## src/rtl/inst_fetch_queue.sv

```systemverilog
// Instruction-fetch front end: sequential ROM request issue, in-order response queue, redirect flush.
// Optional FETCH_STATS_EN macro adds a saturating count of discarded ROM responses (o_flushDropCount).
module inst_fetch_queue #(
    parameter int                ADDR_W   = 32,
    parameter int                INST_W   = 32,
    parameter int                DEPTH    = 4,
    parameter logic [ADDR_W-1:0] RESET_PC = '0
) (
    input  logic              clk,
    input  logic              rst,
    output logic              o_romEnable,
    output logic [ADDR_W-1:0] o_romAddr,
    input  logic              i_romValid,
    input  logic [INST_W-1:0] i_romInst,
    output logic              o_instValid,
    output logic [ADDR_W-1:0] o_pc,
    output logic [INST_W-1:0] o_inst,
    input  logic              i_instReady,
    input  logic              i_redirect,
    input  logic [ADDR_W-1:0] i_redirectPc
`ifdef FETCH_STATS_EN
    ,
    output logic [15:0]       o_flushDropCount
`endif
);

    localparam int                PW         = $clog2(DEPTH);
    localparam int                CW         = PW + 1;
    localparam logic [CW:0]       CREDIT_MAX = (CW+1)'(DEPTH);
    localparam logic [ADDR_W-1:0] PC_STEP    = ADDR_W'(4);

    logic [ADDR_W-1:0] fetch_pc_p0;
    logic [CW-1:0]     inflight;
    logic [CW-1:0]     drop_cnt;
    logic [CW-1:0]     occ_p1;

    logic [ADDR_W-1:0] pcf_mem [DEPTH];
    logic [PW-1:0]     pcf_wr;
    logic [PW-1:0]     pcf_rd;

    logic [ADDR_W-1:0] q_pc_p1   [DEPTH];
    logic [INST_W-1:0] q_inst_p1 [DEPTH];
    logic [PW-1:0]     q_wr;
    logic [PW-1:0]     q_rd;

    logic [CW:0]       credit_used;
    logic              issue;
    logic              resp_keep;
    logic              resp_drop;
    logic              pop;
    logic              vld_p1;

    // Requests in flight plus words already queued may never exceed DEPTH, so every response has a slot.
    always_comb begin
        credit_used = {1'b0, occ_p1} + {1'b0, inflight};
        issue       = rst & ~i_redirect & (credit_used < CREDIT_MAX);
        resp_drop   = i_romValid & (drop_cnt != '0);
        resp_keep   = i_romValid & ~i_redirect & (drop_cnt == '0);
        pop         = vld_p1 & i_instReady & ~i_redirect;
    end

    // ---- p0: issue stage (fetch PC, credit and drop accounting) ----
    always_ff @(posedge clk or negedge rst) begin
        if (!rst) begin
            fetch_pc_p0 <= RESET_PC;
            inflight    <= '0;
            drop_cnt    <= '0;
            occ_p1      <= '0;
            pcf_wr      <= '0;
            pcf_rd      <= '0;
            q_wr        <= '0;
            q_rd        <= '0;
        end else begin
            inflight <= inflight + CW'(issue) - CW'(i_romValid);
            if (i_redirect) begin
                // Everything still outstanding after this cycle belongs to the old stream.
                fetch_pc_p0 <= i_redirectPc;
                drop_cnt    <= inflight - CW'(i_romValid);
                occ_p1      <= '0;
                pcf_wr      <= '0;
                pcf_rd      <= '0;
                q_wr        <= '0;
                q_rd        <= '0;
            end else begin
                if (issue) begin
                    fetch_pc_p0 <= fetch_pc_p0 + PC_STEP;
                    pcf_wr      <= pcf_wr + PW'(1);
                end
                if (resp_drop) begin
                    drop_cnt <= drop_cnt - CW'(1);
                end
                if (resp_keep) begin
                    pcf_rd <= pcf_rd + PW'(1);
                    q_wr   <= q_wr + PW'(1);
                end
                if (pop) begin
                    q_rd <= q_rd + PW'(1);
                end
                occ_p1 <= occ_p1 + CW'(resp_keep) - CW'(pop);
            end
        end
    end

    // ---- p1: response stage (PC pairing and queue storage) ----
    always_ff @(posedge clk) begin
        if (issue) begin
            pcf_mem[pcf_wr] <= fetch_pc_p0;
        end
        if (resp_keep) begin
            q_pc_p1[q_wr]   <= pcf_mem[pcf_rd];
            q_inst_p1[q_wr] <= i_romInst;
        end
    end

    assign vld_p1      = (occ_p1 != '0);
    assign o_romEnable = issue;
    assign o_romAddr   = fetch_pc_p0;
    assign o_instValid = vld_p1;
    assign o_pc        = vld_p1 ? q_pc_p1[q_rd]   : '0;
    assign o_inst      = vld_p1 ? q_inst_p1[q_rd] : '0;

`ifdef FETCH_STATS_EN
    function automatic logic [15:0] sat_inc16(input logic [15:0] v);
        return (v == 16'hFFFF) ? v : v + 16'd1;
    endfunction

    logic resp_discard;
    assign resp_discard = i_romValid & (i_redirect | (drop_cnt != '0));

    always_ff @(posedge clk or negedge rst) begin
        if (!rst) begin
            o_flushDropCount <= '0;
        end else if (resp_discard) begin
            o_flushDropCount <= sat_inc16(o_flushDropCount);
        end
    end
`endif

endmodule

```

## config.mk

```make
export PLATFORM = sky130hd
export DESIGN_NAME = inst_fetch_queue
export DESIGN_NICKNAME = d
export VERILOG_FILES = /design/src/rtl/inst_fetch_queue.sv
export SDC_FILE = /design/constraint.sdc
export NUM_CORES = 1
export LEC_CHECK = 0
export BUFFER_PORTS_ARGS = -buffer_cell sky130_fd_sc_hd__buf_2
export CORE_MARGIN = 8
export CORE_UTILIZATION = 40
export CTS_BUF_LIST = sky130_fd_sc_hd__clkbuf_4 sky130_fd_sc_hd__clkbuf_8
export CTS_CLUSTER_SIZE = 12
export DETAILED_ROUTE_END_ITERATION = 7
export SYNTH_ARGS = -nofsm -noshare
export SYNTH_HDL_FRONTEND = slang
export SYNTH_SLANG_ARGS = --single-unit
export TNS_END_PERCENT = 50
```

## constraint.sdc

```tcl
create_clock -name clk -period 2.95 [get_ports clk]
set_clock_uncertainty 0.15 [all_clocks]
set_input_delay 0.295 -clock clk [delete_from_list [all_inputs] [get_ports clk]]
set_output_delay 0.295 -clock clk [all_outputs]
set_load 0.02 [all_outputs]
```

**Word-level counts from Yosys, hierarchy flattened**

Memories as Yosys holds them, arrays and structs flattened.
Cells that the tools add are included.

- Bits in registers: 49
- RAM bits: 384
- Bits of input ports: 69
- Output and inout port bits: 98
- Logic and storage cells: 58
- Memories: 3

Memories:

| memory | words | width | read ports | clocked after memory_dff | wr ports | RTL line | source |
|---|---|---|---|---|---|---|---|
| pcf_mem | 4 | 32 | 1 | 0 | 1 | 37 | `logic [ADDR_W-1:0] pcf_mem [DEPTH];` |
| q_inst_p1 | 4 | 32 | 1 | 0 | 1 | 42 | `logic [INST_W-1:0] q_inst_p1 [DEPTH];` |
| q_pc_p1 | 4 | 32 | 1 | 0 | 1 | 41 | `logic [ADDR_W-1:0] q_pc_p1 [DEPTH];` |

- Add/subtract/negate cells: 12
- Magnitude comparators: 1
- Muxes and demuxes: 19
- Bitwise logic cells: 8
- Reduce and logical (&&, ||, !) cells: 7

Operators by type and width:

| kind | number |
|---|---|
| two-way mux 32 bit | 4 |
| adder 32 x 3 -> 32 bit, second input constant | 1 |
| two-way mux 2 bit | 8 |
| two-way mux 3 bit | 3 |
| subtractor 3 x 1 -> 3 bit | 3 |
| adder 2 x 1 -> 2 bit, second input constant | 4 |
| nonzero test 2 bit | 4 |
| bitwise AND 1 bit | 7 |
| adder 3 x 1 -> 3 bit | 2 |
| nonzero test 3 bit | 2 |
| adder 3 x 3 -> 4 bit | 1 |
| < comparator 4 x 3 -> 1 bit, second input constant | 1 |
| two-way mux 1 bit | 4 |
| logical NOT 3 bit | 1 |
| subtractor 3 x 1 -> 3 bit, second input constant | 1 |
| NOT 1 bit | 1 |

**Depth between registers and ports, before layout**

Gate-level depths: netlist of the first run.

- Word-level depth: 6
- Gate-level depth with buffers: 12
- Depth with buffers taken out: 12

**Worst setup path before layout of the first run**

Ideal clock, no wire load.

- Path type: register -> register
- Start: register inflight[2]
- End: memory pcf_mem[0][0], enable pin
- Library setup time: 0.392 ns
- Data arrival time: 2.735 ns
- Required time: 2.408 ns
- Setup slack: -0.327 ns
- Stages on the path, launching flop included: 7
- Buffers on the path: 1
- Period minus slack after synthesis: 3.277 ns
- Cell sequence: dfrtp_1 -> ha_1 -> nor4b_2 -> nand3_2 -> clkinv_1 -> clkbuf_1 -> and2_1

- Longest elaborated chain between the ends: 5

RTL lines:

| item | RTL line | source |
|---|---|---|
| from (decl) | 33 | `logic [CW-1:0] inflight;` |
| from (signal assigned) | 74 | `inflight <= inflight + CW'(issue) - CW'(i_romValid);` |
| adder 3 x 3 -> 4 bit | 55 | `credit_used = {1'b0, occ_p1} + {1'b0, inflight};` |
| < comparator 4 x 3 -> 1 bit | 56 | `issue = rst & ~i_redirect & (credit_used < CREDIT_MAX);` |
| bitwise AND 1 bit | 56 |  |
| net o_romEnable | 11 | `output logic o_romEnable,` |
| two-way mux 1 bit | 106 | `if (issue) begin` |
| two-way mux 1 bit (implied by the code) | 107 | `pcf_mem[pcf_wr] <= fetch_pc_p0;` |
| to (decl) | 37 |  |

The timed path passes the listed nets, and every way through them passes these cells.

**Final worst setup path of the first run**

- Start: register occ_p1[1]
- End: output port o_pc[23]

- Longest elaborated chain between the ends: 2

RTL lines:

| item | RTL line | source |
|---|---|---|
| from (decl) | 35 | `logic [CW-1:0] occ_p1;` |
| from (signal assigned) | 99 | `occ_p1 <= occ_p1 + CW'(resp_keep) - CW'(pop);` |
| nonzero test 3 bit | 115 | `assign vld_p1 = (occ_p1 != '0);` |
| two-way mux 32 bit | 119 | `assign o_pc = vld_p1 ? q_pc_p1[q_rd] : '0;` |
| to (decl) | 16 | `output logic [ADDR_W-1:0] o_pc,` |

No other way between the ends.

==> results of run 1 <==
==> path summary, 6_finish.rpt <==
path	slack, ps	cells after the start	end	startpoint
max	140	4	o_pc[23]	occ_p1[1]$_DFF_PN0_
min reg2reg	380	0	pcf_mem[2][0]$_DFFE_PP_	o_romAddr[0]$_DFFE_PN0P_
min in group asynchronous	330	3	o_romAddr[30]$_DFFE_PN0P_	rst
max in group asynchronous	1800	3	q_rd[0]$_DFFE_PN0P_	rst
max reg2reg	390	6	pcf_mem[0][22]$_DFFE_PP_	inflight[2]$_DFF_PN0_
min	310	2	q_inst_p1[0][18]$_DFFE_PP_	i_romInst[18]
==> worst max-delay path, cell delays in order, from the launching register on <==
cell and delay, ps:
dfrtp_1 440, or3_2 480, buf_4 370, and2_1 290
buf_2 180
==> per-stage QoR <==
| step | cells | area [um^2] | util [%] | setup TNS, ps |
|---|---|---|---|---|
| floorplan | 923 | 17440 | - | -22700 |
| global placement | 1664 | 19270 | 44.73 | 0 |
| detailed placement | 1664 | 19270 | 44.73 | 0 |
| CTS | 1865 | 21510 | 49.93 | 0 |
| global route | 1868 | 21540 | 49.99 | 0 |
| finish | 1868 | 21540 | 49.99 | 0 |
==> area by class of cell <==
class / count / area share (%)
clock inverter: 26 / 0.9935
tap: 585 / 3.399
inverter: 26 / 0.4706
clock buffer: 106 / 6.077
multi-input combinational: 417 / 20.43
timing repair buffer: 275 / 9.354
sequential: 433 / 59.28
==> what timing repair did <==
action	in CTS	in global routing
hold endpoints to repair	216	0
resized for setup	3	1
pin swaps	0	1
endpoints found under the setup margin	32	1
buffers inserted	1	3
hold buffers	68	0
==> kinds of logic after synthesis <==
logic type,count (synthesis)
AND/OR/NAND/NOR,219
XOR/XNOR,12
buffers and inverters,73
multiplexers,106
adder cells (fa/ha/maj),21
flip-flops,433
AO/OA/AOI/OAI,59
==> Yosys cell counts, types with 3 or more instances <==
library cell	n	share of area, %
and4_1	3	0.15
o41ai_1	3	0.15
buf_2	11	0.32
and3_1	5	0.18
nand3_1	24	0.69
ha_1	19	1.4
clkbuf_1	27	0.58
nand4_1	17	0.61
a21oi_1	4	0.11
nor3_1	9	0.26
nor4_1	9	0.32
mux2i_1	6	0.34
mux4_2	96	12
buf_1	6	0.13
inv_1	24	0.52
a221o_1	10	0.57
o21ai_1	8	0.23
xnor2_1	6	0.30
dfrtp_1	49	7.0
nand2_1	35	0.75
or4_1	6	0.26
or3_1	4	0.14
nor2_1	19	0.41
xor2_1	6	0.30
edfxtp_1	384	66
mux2_2	4	0.26
o21ai_0	6	0.17
a22oi_1	5	0.22
o211ai_1	8	0.34
nor2b_1	4	0.14
and2_1	72	2.6
==> registers in the layout, summed over array words and instances, names as in the netlist <==
signal / flops
pcf_mem: 128
inflight: 3
o_romAddr: 32
drop_cnt: 3
pcf_rd: 2
q_pc_p1: 128
q_wr: 2
occ_p1: 3
pcf_wr: 2
q_inst_p1: 128
q_rd: 2
==> power breakdown <==
group | internal (W) | total [W] | switching [W]
Combinational | 0.00180 | 0.00415 | 0.00235
Sequential | 0.00732 | 0.00776 | 0.000437
Clock | 0.00320 | 0.00552 | 0.00232
Total | 0.0123 | 0.0174 | 0.00511
==> per-layer routing <==
metal  wire length (um)  up-vias  GRT usage, %
met3               2383       65         3.478
met4                723        0         4.938
met5                  0        -             0
met2              19420      295         26.28
li1                   -     4332             -
met1              17410     4862         20.90
==> impl_metrics.env, run 1 <==
export IMPL_cellPowerDensity_mw_per_mm2=809.5
export IMPL_die_h_um=224.7
export IMPL_synth_distinct_cells=57
export IMPL_synth_edf_count=384
export IMPL_critPathMaxFanout=66
export IMPL_ant_nets=0
export IMPL_io_pin_count=167
export IMPL_coreArea_mm2=0.04308
export IMPL_fillers=3565
export IMPL_cts_tree="yes"
export IMPL_slew_violations=0
export IMPL_crit_arrival_ps=2360
export IMPL_cp_end_kind="output port"
export IMPL_post_dp_hpwl_um=25350
export IMPL_fin_nets=1318
export IMPL_netlist_area_mm2=0.01743
export IMPL_worst_slack_ps=140.0
export IMPL_cts_buffers=75
export IMPL_syn_nets=1013
export IMPL_total_power_w=0.01743
export IMPL_synth_simple_area_share_pct=7.280
export IMPL_grt_pass1_vias=10112
export IMPL_hold_path_class="in -> reg"
export IMPL_dieArea_mm2=0.05050
export IMPL_insertion_delay_ps=600
export IMPL_grt_max_degree=67
export IMPL_drt_iter0_drc=773
export IMPL_die_w_um=224.7
export IMPL_path_class="reg -> out"
export IMPL_critPathRequiredTime_ps=2510
export IMPL_synth_compound_area_share_pct=2.585
export IMPL_final_hold_violation_count=0
export IMPL_avgViaCountPerCell=5.115
export IMPL_gp_congestion=0.8593
export IMPL_leakagePower_nw=7.562
export IMPL_pre_cts_slack_ps=387.5
export IMPL_status="completed"
export IMPL_vdd_drop_max_mv=0.3769
export IMPL_row_count=76
export IMPL_drt_total_wl_um=39930
export IMPL_dr_pass1_iters=6
export IMPL_fin_crit_ps=2810
export IMPL_ys_async_sr_fraction_pct=11.32
export IMPL_seq_area_mm2=0.01277
export IMPL_drive_above_1_share_pct=34.84
export IMPL_ys_ff_latch=433
export IMPL_max_cap_violations=0
export IMPL_clockRootBuffer="clkbuf_8"
export IMPL_setup_violations_final=0
export IMPL_start_kind="flip-flop"
export IMPL_clock_sinks=433
export IMPL_synth_xor_area_share_pct=0.6031
export IMPL_wire_per_inst_um=21.38
export IMPL_fin_crit_sh_pct=95.25
export IMPL_antenna_found_initial=0
export IMPL_antenna_cells=0
export IMPL_final_cell_mix="edfxtp_1 (384), buf_2 (166), mux4_2 (96), clkbuf_8 (82), dlygate4sd3_1 (68)"
export IMPL_vias=9554
export IMPL_avgSynthCellArea_um2=18.88
export IMPL_synthMuxAreaShare_pct=13.01
export IMPL_synthesis_instances=923
export IMPL_gr_total_overflow=0
export IMPL_synthToLayoutAreaGrowth_pct=23.58
export IMPL_worst_slew_pin_slew_ps=707.7
export IMPL_synth_seq_area_share_pct=73.21
export IMPL_slew_headroom_pct=52.82
export IMPL_start_util_pct=40.46
export IMPL_synthAdderAreaFrac_pct=1.594
export IMPL_synth_flop_cell="edfxtp_1"
export IMPL_cts_max_path_buffers=3
export IMPL_rsz0062_at_grt="no"
export IMPL_grt_pass1_wl_um=61120
export IMPL_ctsHtreeMaxLevel=3
export IMPL_final_common_cell="edfxtp_1"
export IMPL_yosysWarnings=0
export IMPL_fin_hold_ws_ps=312.7
export IMPL_io_buffers=166
export IMPL_clk_pin_slew_worst_paths_ps=60
export IMPL_synth_top_family_by_area="multiplexers"
export IMPL_fmax_mhz=355.9
export IMPL_drc_errors=0
export IMPL_track_usage_pct=15.90
export IMPL_multi_input_area_mm2=0.004399
No activity file was read; power rests on OpenSTA's default activity.
==> inputs of run 2 (changes only) <==
Settings changed: SETUP_SLACK_MARGIN set to 0.3.
==> impl_metrics.env, run 2 (same netlist as run 1, synthesis figures left out) <==
export IMPL_status="completed"
export IMPL_die_w_um=224.7
export IMPL_dr_pass1_iters=5
export IMPL_clockRootBuffer="clkbuf_8"
export IMPL_p_int_w=0.01301
export IMPL_track_usage_pct=16.77
export IMPL_slew_violations=0
export IMPL_p_seq_share_pct=41.6
export IMPL_cts_max_path_buffers=3
export IMPL_slew_headroom_pct=54.10
export IMPL_fmax_mhz=366.2
export IMPL_leakagePower_nw=7.779
export IMPL_dieArea_mm2=0.05050
export IMPL_cellPowerDensity_mw_per_mm2=836.3
export IMPL_coreArea_mm2=0.04308
export IMPL_ctsHtreeMaxLevel=3
export IMPL_critPathRequiredTime_ps=2510
export IMPL_post_dp_hpwl_um=25370
export IMPL_final_hold_violation_count=0
export IMPL_fin_crit_ps=2731
export IMPL_cts_tree="yes"
export IMPL_final_common_cell="edfxtp_1"
export IMPL_total_power_w=0.01861
export IMPL_worst_slack_ps=219.2
export IMPL_io_buffers=166
export IMPL_start_kind="flip-flop"
export IMPL_pre_cts_slack_ps=320.3
export IMPL_switching_share_pct=30.11
export IMPL_grt_pass1_vias=10498
export IMPL_start_util_pct=40.46
export IMPL_fin_hold_ws_ps=292.0
export IMPL_combPwrFrac_pct=30.2
export IMPL_io_pin_count=167
export IMPL_clk_pin_slew_worst_paths_ps=60
export IMPL_antenna_cells=0
export IMPL_ant_nets=0
export IMPL_final_cell_mix="edfxtp_1 (384), buf_2 (123), mux4_2 (96), clkbuf_8 (79), dlygate4sd3_1 (69)"
export IMPL_antenna_found_initial=0
export IMPL_path_class="reg -> out"
export IMPL_gr_total_overflow=0
export IMPL_clock_sinks=433
export IMPL_die_h_um=224.7
export IMPL_worst_slew_pin_slew_ps=688.5
export IMPL_fillers=3512
export IMPL_rsz0062_at_grt="yes"
export IMPL_max_cap_violations=0
export IMPL_pwr_share_clk_pct=28.2
export IMPL_critPathMaxFanout=4
export IMPL_p_sw_w=0.005603
export IMPL_multi_input_area_mm2=0.004531
export IMPL_grt_pass1_wl_um=63920
export IMPL_reg_top3="pcf_mem: 128 flops, q_inst_p1: 128 flops, q_pc_p1: 128 flops"
export IMPL_wire_per_inst_um=22.57
export IMPL_synthToLayoutAreaGrowth_pct=27.68
export IMPL_fin_crit_sh_pct=92.57
export IMPL_setup_violations_final=0
export IMPL_row_count=76
export IMPL_drt_iter0_drc=666
export IMPL_cts_buffers=74
export IMPL_seq_area_mm2=0.01277
export IMPL_crit_arrival_ps=2290
export IMPL_gp_congestion=0.8312
export IMPL_post_route_util_pct=51.65
export IMPL_drt_total_wl_um=42470
export IMPL_avgViaCountPerCell=5.199
export IMPL_vdd_drop_max_mv=0.4490
export IMPL_grt_max_degree=50
export IMPL_drc_errors=0
export IMPL_vias=9785
export IMPL_insertion_delay_ps=600
export IMPL_hold_path_class="in -> reg"
export IMPL_fin_nets=1329
export IMPL_drive_above_1_share_pct=38.47
export IMPL_cp_end_kind="output port"
export IMPL_fin_setup_tns_ps=0
[run 2: metal layers]
metal	GRT usage [%]	wire (um)	share of wire, %
met1	22.18	18550	44
met2	27.84	20960	49
met3	3.361	2274	5.4
met4	5.043	682	1.6
met5	0	0	0
[run 2: through the flow]
stage | cell area, um^2 | instances
6_report | 22250 | 1882
3_5_place_dp | 19240 | 1657
2_1_floorplan | 17440 | 923
4_1_cts | 21940 | 1875
3_3_place_gp | 19240 | 1657
5_1_grt | 22250 | 1882
[run 2: area by class of cell]
type | instances | share of cell area [%]
timing repair buffer | 287 | 12.06
clock inverter | 33 | 0.8379
multi-input combinational | 417 | 20.36
tap | 585 | 3.290
clock buffer | 101 | 5.629
inverter | 26 | 0.4442
sequential | 433 | 57.38
[run 2: worst max-delay path, stage by stage (launching register included)]
cell	delay, ps
dfrtp_4	510
buf_12	150
buf_12	140
clkbuf_16	160
mux4_2	410
and2_4	170
buf_6	120
[run 2: what timing repair did]
item / CTS / global route
gates cloned: 8 / 2
buffers inserted: 7 / 5
setup endpoints to repair: 66 / 67
pin swaps: 3 / 2
hold buffers: 69 / 0
resized for setup: 80 / 72
endpoints found under the hold margin: 218 / 0
[run 2: power groups by stage]
stage,logic (W),registers (W),clock network (W)
6_report,0.00562,0.00775,0.00524
5_1_grt,0.00602,0.00780,0.00565
4_1_cts,0.00530,0.00774,0.00540
3_5_place_dp,0.00417,0.00786,0
3_3_place_gp,0.00415,0.00784,0
2_1_floorplan,0.00270,0.00777,0
[run 2: final timing paths]
path | cells after the start | startpoint | slack, ps | to
max | 6 | q_rd[0]$_DFFE_PN0P_ | 220 | o_inst[14]
min | 4 | i_redirectPc[22] | 290 | o_romAddr[22]$_DFFE_PN0P_
max reg2reg | 12 | drop_cnt[0]$_DFFE_PN0P_ | 500 | occ_p1[2]$_DFF_PN0_
min reg2reg | 0 | o_romAddr[1]$_DFFE_PN0P_ | 410 | pcf_mem[3][1]$_DFFE_PP_
max in group asynchronous | 3 | rst | 1810 | q_rd[1]$_DFFE_PN0P_
min in group asynchronous | 3 | rst | 330 | inflight[0]$_DFF_PN0_
